$ cat src/rtl/sap1_pkg.sv
// Shared constants for the SAP-1 hardwired controller: opcodes, control-word
// bit positions, one-hot T-states and the fetch/execute control words.
package sap1_pkg;

    localparam logic [3:0] OP_LDA = 4'b0000;
    localparam logic [3:0] OP_ADD = 4'b0001;
    localparam logic [3:0] OP_SUB = 4'b0010;
    localparam logic [3:0] OP_STA = 4'b0011;
    localparam logic [3:0] OP_LDI = 4'b0100;
    localparam logic [3:0] OP_OUT = 4'b1110;
    localparam logic [3:0] OP_HLT = 4'b1111;

    localparam int CW_HLT     = 13;
    localparam int CW_PC_INC  = 12;
    localparam int CW_PC_OE   = 11;
    localparam int CW_MAR_LD  = 10;
    localparam int CW_RAM_OE  = 9;
    localparam int CW_RAM_WE  = 8;
    localparam int CW_IR_LD   = 7;
    localparam int CW_IR_OE   = 6;
    localparam int CW_A_LD    = 5;
    localparam int CW_A_OE    = 4;
    localparam int CW_ALU_SUB = 3;
    localparam int CW_ALU_OE  = 2;
    localparam int CW_B_LD    = 1;
    localparam int CW_OUT_LD  = 0;

    typedef enum logic [5:0] {
        T1 = 6'b000001,
        T2 = 6'b000010,
        T3 = 6'b000100,
        T4 = 6'b001000,
        T5 = 6'b010000,
        T6 = 6'b100000
    } t_state_e;

    localparam logic [13:0] CW_NONE     = 14'h0000;
    localparam logic [13:0] CW_FETCH_T1 = 14'h0C00;
    localparam logic [13:0] CW_FETCH_T2 = 14'h1000;
    localparam logic [13:0] CW_FETCH_T3 = 14'h0280;
    localparam logic [13:0] CW_IR_MAR   = 14'h0440;
    localparam logic [13:0] CW_RAM_A    = 14'h0220;
    localparam logic [13:0] CW_RAM_B    = 14'h0202;
    localparam logic [13:0] CW_ALU_ADD  = 14'h0024;
    localparam logic [13:0] CW_ALU_SUBW = 14'h002C;
    localparam logic [13:0] CW_A_RAM    = 14'h0110;
    localparam logic [13:0] CW_IR_A     = 14'h0060;
    localparam logic [13:0] CW_A_OUT    = 14'h0011;
    localparam logic [13:0] CW_HALT     = 14'h2000;

endpackage

$ cat src/rtl/ring_counter.sv
// Six-state one-hot ring counter T1..T6; hold freezes the current state and
// any illegal pattern falls back to T1 on the next edge.
module ring_counter
    import sap1_pkg::*;
(
    input  logic       clk,
    input  logic       rst,
    input  logic       hold,
    output logic [5:0] state
);

    t_state_e state_q;

    always_ff @(posedge clk or posedge rst) begin
        if (rst) begin
            state_q <= T1;
        end else if (!hold) begin
            case (state_q)
                T1:      state_q <= T2;
                T2:      state_q <= T3;
                T3:      state_q <= T4;
                T4:      state_q <= T5;
                T5:      state_q <= T6;
                T6:      state_q <= T1;
                default: state_q <= T1;
            endcase
        end
    end

    assign state = state_q;

endmodule

$ cat src/rtl/controller.sv
// SAP-1 hardwired control unit: ring counter plus a combinational decoder that
// maps (T-state, opcode) to the 14-bit active-high control word.
module controller
    import sap1_pkg::*;
(
    input  logic        clk,
    input  logic        rst,
    input  logic [3:0]  opcode,
    output logic [13:0] cw_bus
);

    logic [5:0]  state;
    logic [13:0] cw;

    // HLT is only ever raised in T4, so feeding it back as hold parks the counter there.
    ring_counter u_ring (
        .clk   (clk),
        .rst   (rst),
        .hold  (cw[CW_HLT]),
        .state (state)
    );

    always_comb begin
        cw = CW_NONE;
        case (state)
            T1: cw = CW_FETCH_T1;
            T2: cw = CW_FETCH_T2;
            T3: cw = CW_FETCH_T3;
            T4: begin
                case (opcode)
                    OP_LDA, OP_ADD, OP_SUB, OP_STA: cw = CW_IR_MAR;
                    OP_LDI:  cw = CW_IR_A;
                    OP_OUT:  cw = CW_A_OUT;
                    OP_HLT:  cw = CW_HALT;
                    default: cw = CW_NONE;
                endcase
            end
            T5: begin
                case (opcode)
                    OP_LDA:         cw = CW_RAM_A;
                    OP_ADD, OP_SUB: cw = CW_RAM_B;
                    OP_STA:         cw = CW_A_RAM;
                    default:        cw = CW_NONE;
                endcase
            end
            T6: begin
                case (opcode)
                    OP_ADD:  cw = CW_ALU_ADD;
                    OP_SUB:  cw = CW_ALU_SUBW;
                    default: cw = CW_NONE;
                endcase
            end
            default: cw = CW_NONE;
        endcase
    end

    assign cw_bus = cw;

endmodule

$ cat config.mk
export PLATFORM = sky130hd
export DESIGN_NAME = controller
export DESIGN_NICKNAME = d
export VERILOG_FILES = /design/src/rtl/sap1_pkg.sv /design/src/rtl/ring_counter.sv /design/src/rtl/controller.sv
export SDC_FILE = /design/constraint.sdc
export NUM_CORES = 1
export LEC_CHECK = 0
export CORE_AREA = 2 2 39 41
export CTS_CLUSTER_DIAMETER = 60
export DETAILED_ROUTE_END_ITERATION = 7
export DIE_AREA = 0 0 41 43
export PLACE_DENSITY = 0.74
export RECOVER_POWER = 100
export SLEW_MARGIN = 5
export SYNTH_ARGS = -nofsm -noshare
export SYNTH_HDL_FRONTEND = slang
export SYNTH_HIERARCHICAL = 1
export SYNTH_SLANG_ARGS = --single-unit
$ cat constraint.sdc
create_clock -name clk -period 2.7 [get_ports clk]
set_clock_uncertainty 0.15 [all_clocks]
set_input_delay 0.405 -clock clk [delete_from_list [all_inputs] [get_ports clk]]
set_output_delay 0.405 -clock clk [all_outputs]
set_load 0.01 [all_outputs]
==> flow_summary.rst <==
.. list-table::
   :header-rows: 1

   * - Metric
     - Value
   * - Number of buffers added on ports
     - 19
   * - Library cell used as clock root buffer
     - clkbuf_4
   * - Total power density per cell area
     - 725 mW/mm²
   * - Latest clock arrival within the worst-skew pair
     - 0.25 ns
   * - Total DRC errors in the routed layout
     - 0
   * - Sequential cell area fraction in the yosys report
     - 27.9%
   * - Global-route usage over all layers
     - 16.2%
   * - FP Rows
     - 14
   * - Number of nets produced by synthesis
     - 73
   * - Switching power share of the total
     - 39.6%
   * - Crit-path max FO
     - 5
   * - TritonCTS clock tree
     - built
   * - Endpoint kind of the worst setup timing path
     - primary output
   * - Proportion of power drawn by the clock network
     - 15.3%
   * - FILL cells
     - 141
   * - Register clock-pin slew on the reported worst setup and hold paths
     - 0.05 ns
   * - Final total power
     - 579 µW
   * - Post-CTS setup buffer count
     - 0
   * - Share of power burned in registers
     - 29.3%
   * - Final setup violation count
     - 0
   * - Power spent charging and discharging nets
     - 229 µW
   * - Vias in the first global route
     - 503
   * - Post-synthesis instance total
     - 67
   * - Final period utilization
     - 97.7%
   * - Required time of the critical path
     - 2.14 ns
   * - Peak Freq
     - 379 MHz
   * - Max incr delay on CP
     - 0.52 ns
   * - Area growth from synthesis to final layout
     - 47.0%
   * - Result of the run
     - finished clean
   * - Top-level port count
     - 20
   * - GR Overflow Total
     - 0
   * - MaxCap Viol Count
     - 0
   * - Leak
     - 0.000374 µW
   * - Launching element type of the critical path
     - input port
   * - Largest net degree at the start of global routing
     - 12
   * - Number of buffers created by CTS
     - 3
   * - Critical Path, Cell by Cell
     - clkdlybuf4s50_1 > nor3_2 > nand4b_2 > a21oi_1 > or2_2 > clkdlybuf4s50_1
   * - Average wire length per cell after detail routing
     - 12.1 µm
   * - Number of unique standard cell types used by synthesis
     - 34
   * - Worst min-delay path category
     - in -> async
   * - Nets
     - 100
   * - DIE AREA
     - 0.00176 mm²
   * - Count of pins over their slew limit
     - 0
   * - Synth top area share
     - 23.0%
   * - Crit path arrival time
     - 2.08 ns
   * - Post-synthesis sequential element count
     - 6
   * - Number of H-tree levels
     - 1
   * - Antenna diode instance count
     - 0
   * - Synth top area cells
     - dfrtp_1, nor2_1, dfstp_2
   * - Setup repair after global routing missed its margin
     - no
   * - GP Congestion
     - 0.795
   * - Combinational Power Share
     - 55.4%
   * - Initial core utilization
     - 39.2%
   * - Setup tns final
     - 0 ns
   * - Min cycle time layout
     - 2.64 ns
   * - DP HPWL
     - 1.04 mm
   * - Synth Warn #
     - 6
   * - Final hold violations
     - 0
   * - Initial antenna violation count
     - 0
   * - VDD IR max
     - 0.411 mV
   * - Number of sinks handled by clock tree synthesis
     - 6
   * - Initial detailed-routing violation count
     - 5
   * - Worst-margin pin slew
     - 0.467 ns
   * - Top delay family on crit path
     - buffers and inverters
   * - Critical-path cell with the highest stage delay
     - clkdlybuf4s50_1
   * - Drt via density
     - 5.47
   * - Fraction of final layout cells sized beyond drive strength 1
     - 17.2%
   * - Crit path top cell by count
     - clkdlybuf4s50_1
   * - Antenna-violating nets left
     - 0
   * - Routed WL
     - 1.32 mm
   * - Cell Int Power
     - 350 µW
   * - Synthesized area per cell
     - 8.10 µm²
   * - Placeable core area
     - 0.00138 mm²
   * - Largest area contributor in the netlist
     - dfrtp_1
   * - Kind of critical path
     - in -> out
   * - Number of buffers on the longest clock path
     - 2
   * - Number of iterations in the first detailed-routing pass
     - 2
   * - First-pass GRT wire length
     - 1.97 mm
   * - Worst path bufs/invs
     - 2
   * - Remaining max-slew budget at the tightest pin
     - 68.8%
   * - Number of flip-flops in the largest register
     - 6
   * - DIE HEIGHT
     - 43 µm
   * - Total via count in the routed design
     - 596
   * - Summed instance area of the synthesized netlist
     - 543 µm²
   * - Die X
     - 41 µm
[timing repair]
item | CTS | global route
endpoints found under the setup margin | 0 | 1
resized for setup | 0 | 1
hold endpoints to repair | 0 | 0
hold buffers | 0 | 0
[power by group through the flow]
stage                     logic, µW  registers [µW]  clock network, µW
final                           321             169               88.8
after global routing            356             177               97.9
after CTS                       339             169               95.2
after detailed placement        337             170                  0
after global placement          332             169                  0
after floorplan                 181             183                  0
[path summary, 6_finish.rpt]
check                      slack, ns  cells past startpoint                   startpoint                     endpoint
setup / recovery                0.06                      6                    opcode[3]                    cw_bus[9]
hold / removal                  0.35                      2                          rst  u_ring/state[3]$_DFFE_PP0N_
setup reg to reg                0.47                      7  u_ring/state[0]$_DFFE_PP1N_  u_ring/state[0]$_DFFE_PP1N_
hold reg to reg                 0.51                      2  u_ring/state[5]$_DFFE_PP0N_  u_ring/state[5]$_DFFE_PP0N_
max in group asynchronous       1.79                      2                          rst  u_ring/state[0]$_DFFE_PP1N_
min in group clk                0.51                      2  u_ring/state[5]$_DFFE_PP0N_  u_ring/state[5]$_DFFE_PP0N_
[cell usage after synthesis]
master and count:
nor3_2 2, nor4_4 1, buf_6 1, and3_1 3, nand4b_2 1, mux2i_1 1
nand4b_1 2, nor2_1 16, clkbuf_1 1, or2_2 1, and3_2 1, and4bb_2 1
a31oi_1 1, xor2_1 1, dfstp_2 1, nor4b_1 1, nor3_1 3, xnor2_1 1
o21ai_0 4, inv_1 2, a22o_1 1, nor2b_1 1, nand2b_1 1, nand4_1 1
dfrtp_1 5, a21o_1 1, nand3_1 2, o21bai_1 1, a21oi_1 1, o211ai_1 1
nand2_1 3, and2_1 1, o21ba_2 1, a32o_1 2
[worst register-to-register path: stages, from the launching register on]
cell      delay, ns
dfstp_2        0.63
and4bb_2       0.26
nand4b_1       0.13
nor2_1         0.08
clkbuf_1       0.24
nor4_4         0.37
a31oi_1        0.12
and3_1         0.19
[layout by cell type, fill, tap and decap left out, types with 2 or more instances in the layout]
cell	instances
buf_4	4
o21ai_0	4
clkbuf_1	2
clkbuf_4	3
dlygate4sd3_1	10
dfrtp_1	5
a32o_1	2
nor3_1	3
nor3_2	2
inv_1	2
nor2_1	16
clkdlybuf4s50_1	8
nand3_1	2
nand4b_1	2
nand2_1	3
and3_1	3
[per-layer routing]
layer,vias to the layer above,GRT usage (%),part of all wire (%)
met5,-,0,0
met4,0,8.00,1.2
met3,2,0,5.1
met2,19,30.9,51
met1,276,16.3,43
li1,299,-,-
[final cells by class]
cell class	count	area (µm²)	area share, %
well taps	16	20.0	2.51
flip-flops and latches	6	151	19.0
multi-input cells	57	369	46.2
repair buffers	24	224	28.1
inverters	2	7.51	0.940
clock buffers	4	26.3	3.29
[cell families after synthesis]
family | count (synthesis) | share of synthesized area (%)
XOR/XNOR | 2 | 3.23
flip-flops | 6 | 27.9
AND/OR/NAND/NOR | 41 | 45.9
multiplexers | 1 | 1.84
AO/OA/AOI/OAI | 13 | 17.1
buffers and inverters | 4 | 4.15
[through the flow]
| stage | instances | hold slack, ns | instance area [µm²] | setup WS (ns) | util, % |
|---|---|---|---|---|---|
| floorplan | 67 | 0.0452 | 543 | 0.721 | - |
| global placement | 105 | 0.472 | 776 | 0.0465 | 56.1 |
| detailed placement | 105 | 0.479 | 776 | 0.0519 | 56.1 |
| CTS | 109 | 0.205 | 802 | 0.0448 | 58.0 |
| global route | 109 | 0.387 | 798 | 0.0110 | 57.7 |
| finish | 109 | 0.352 | 798 | 0.0623 | 57.7 |
No activity file was read; power rests on OpenSTA's default activity.
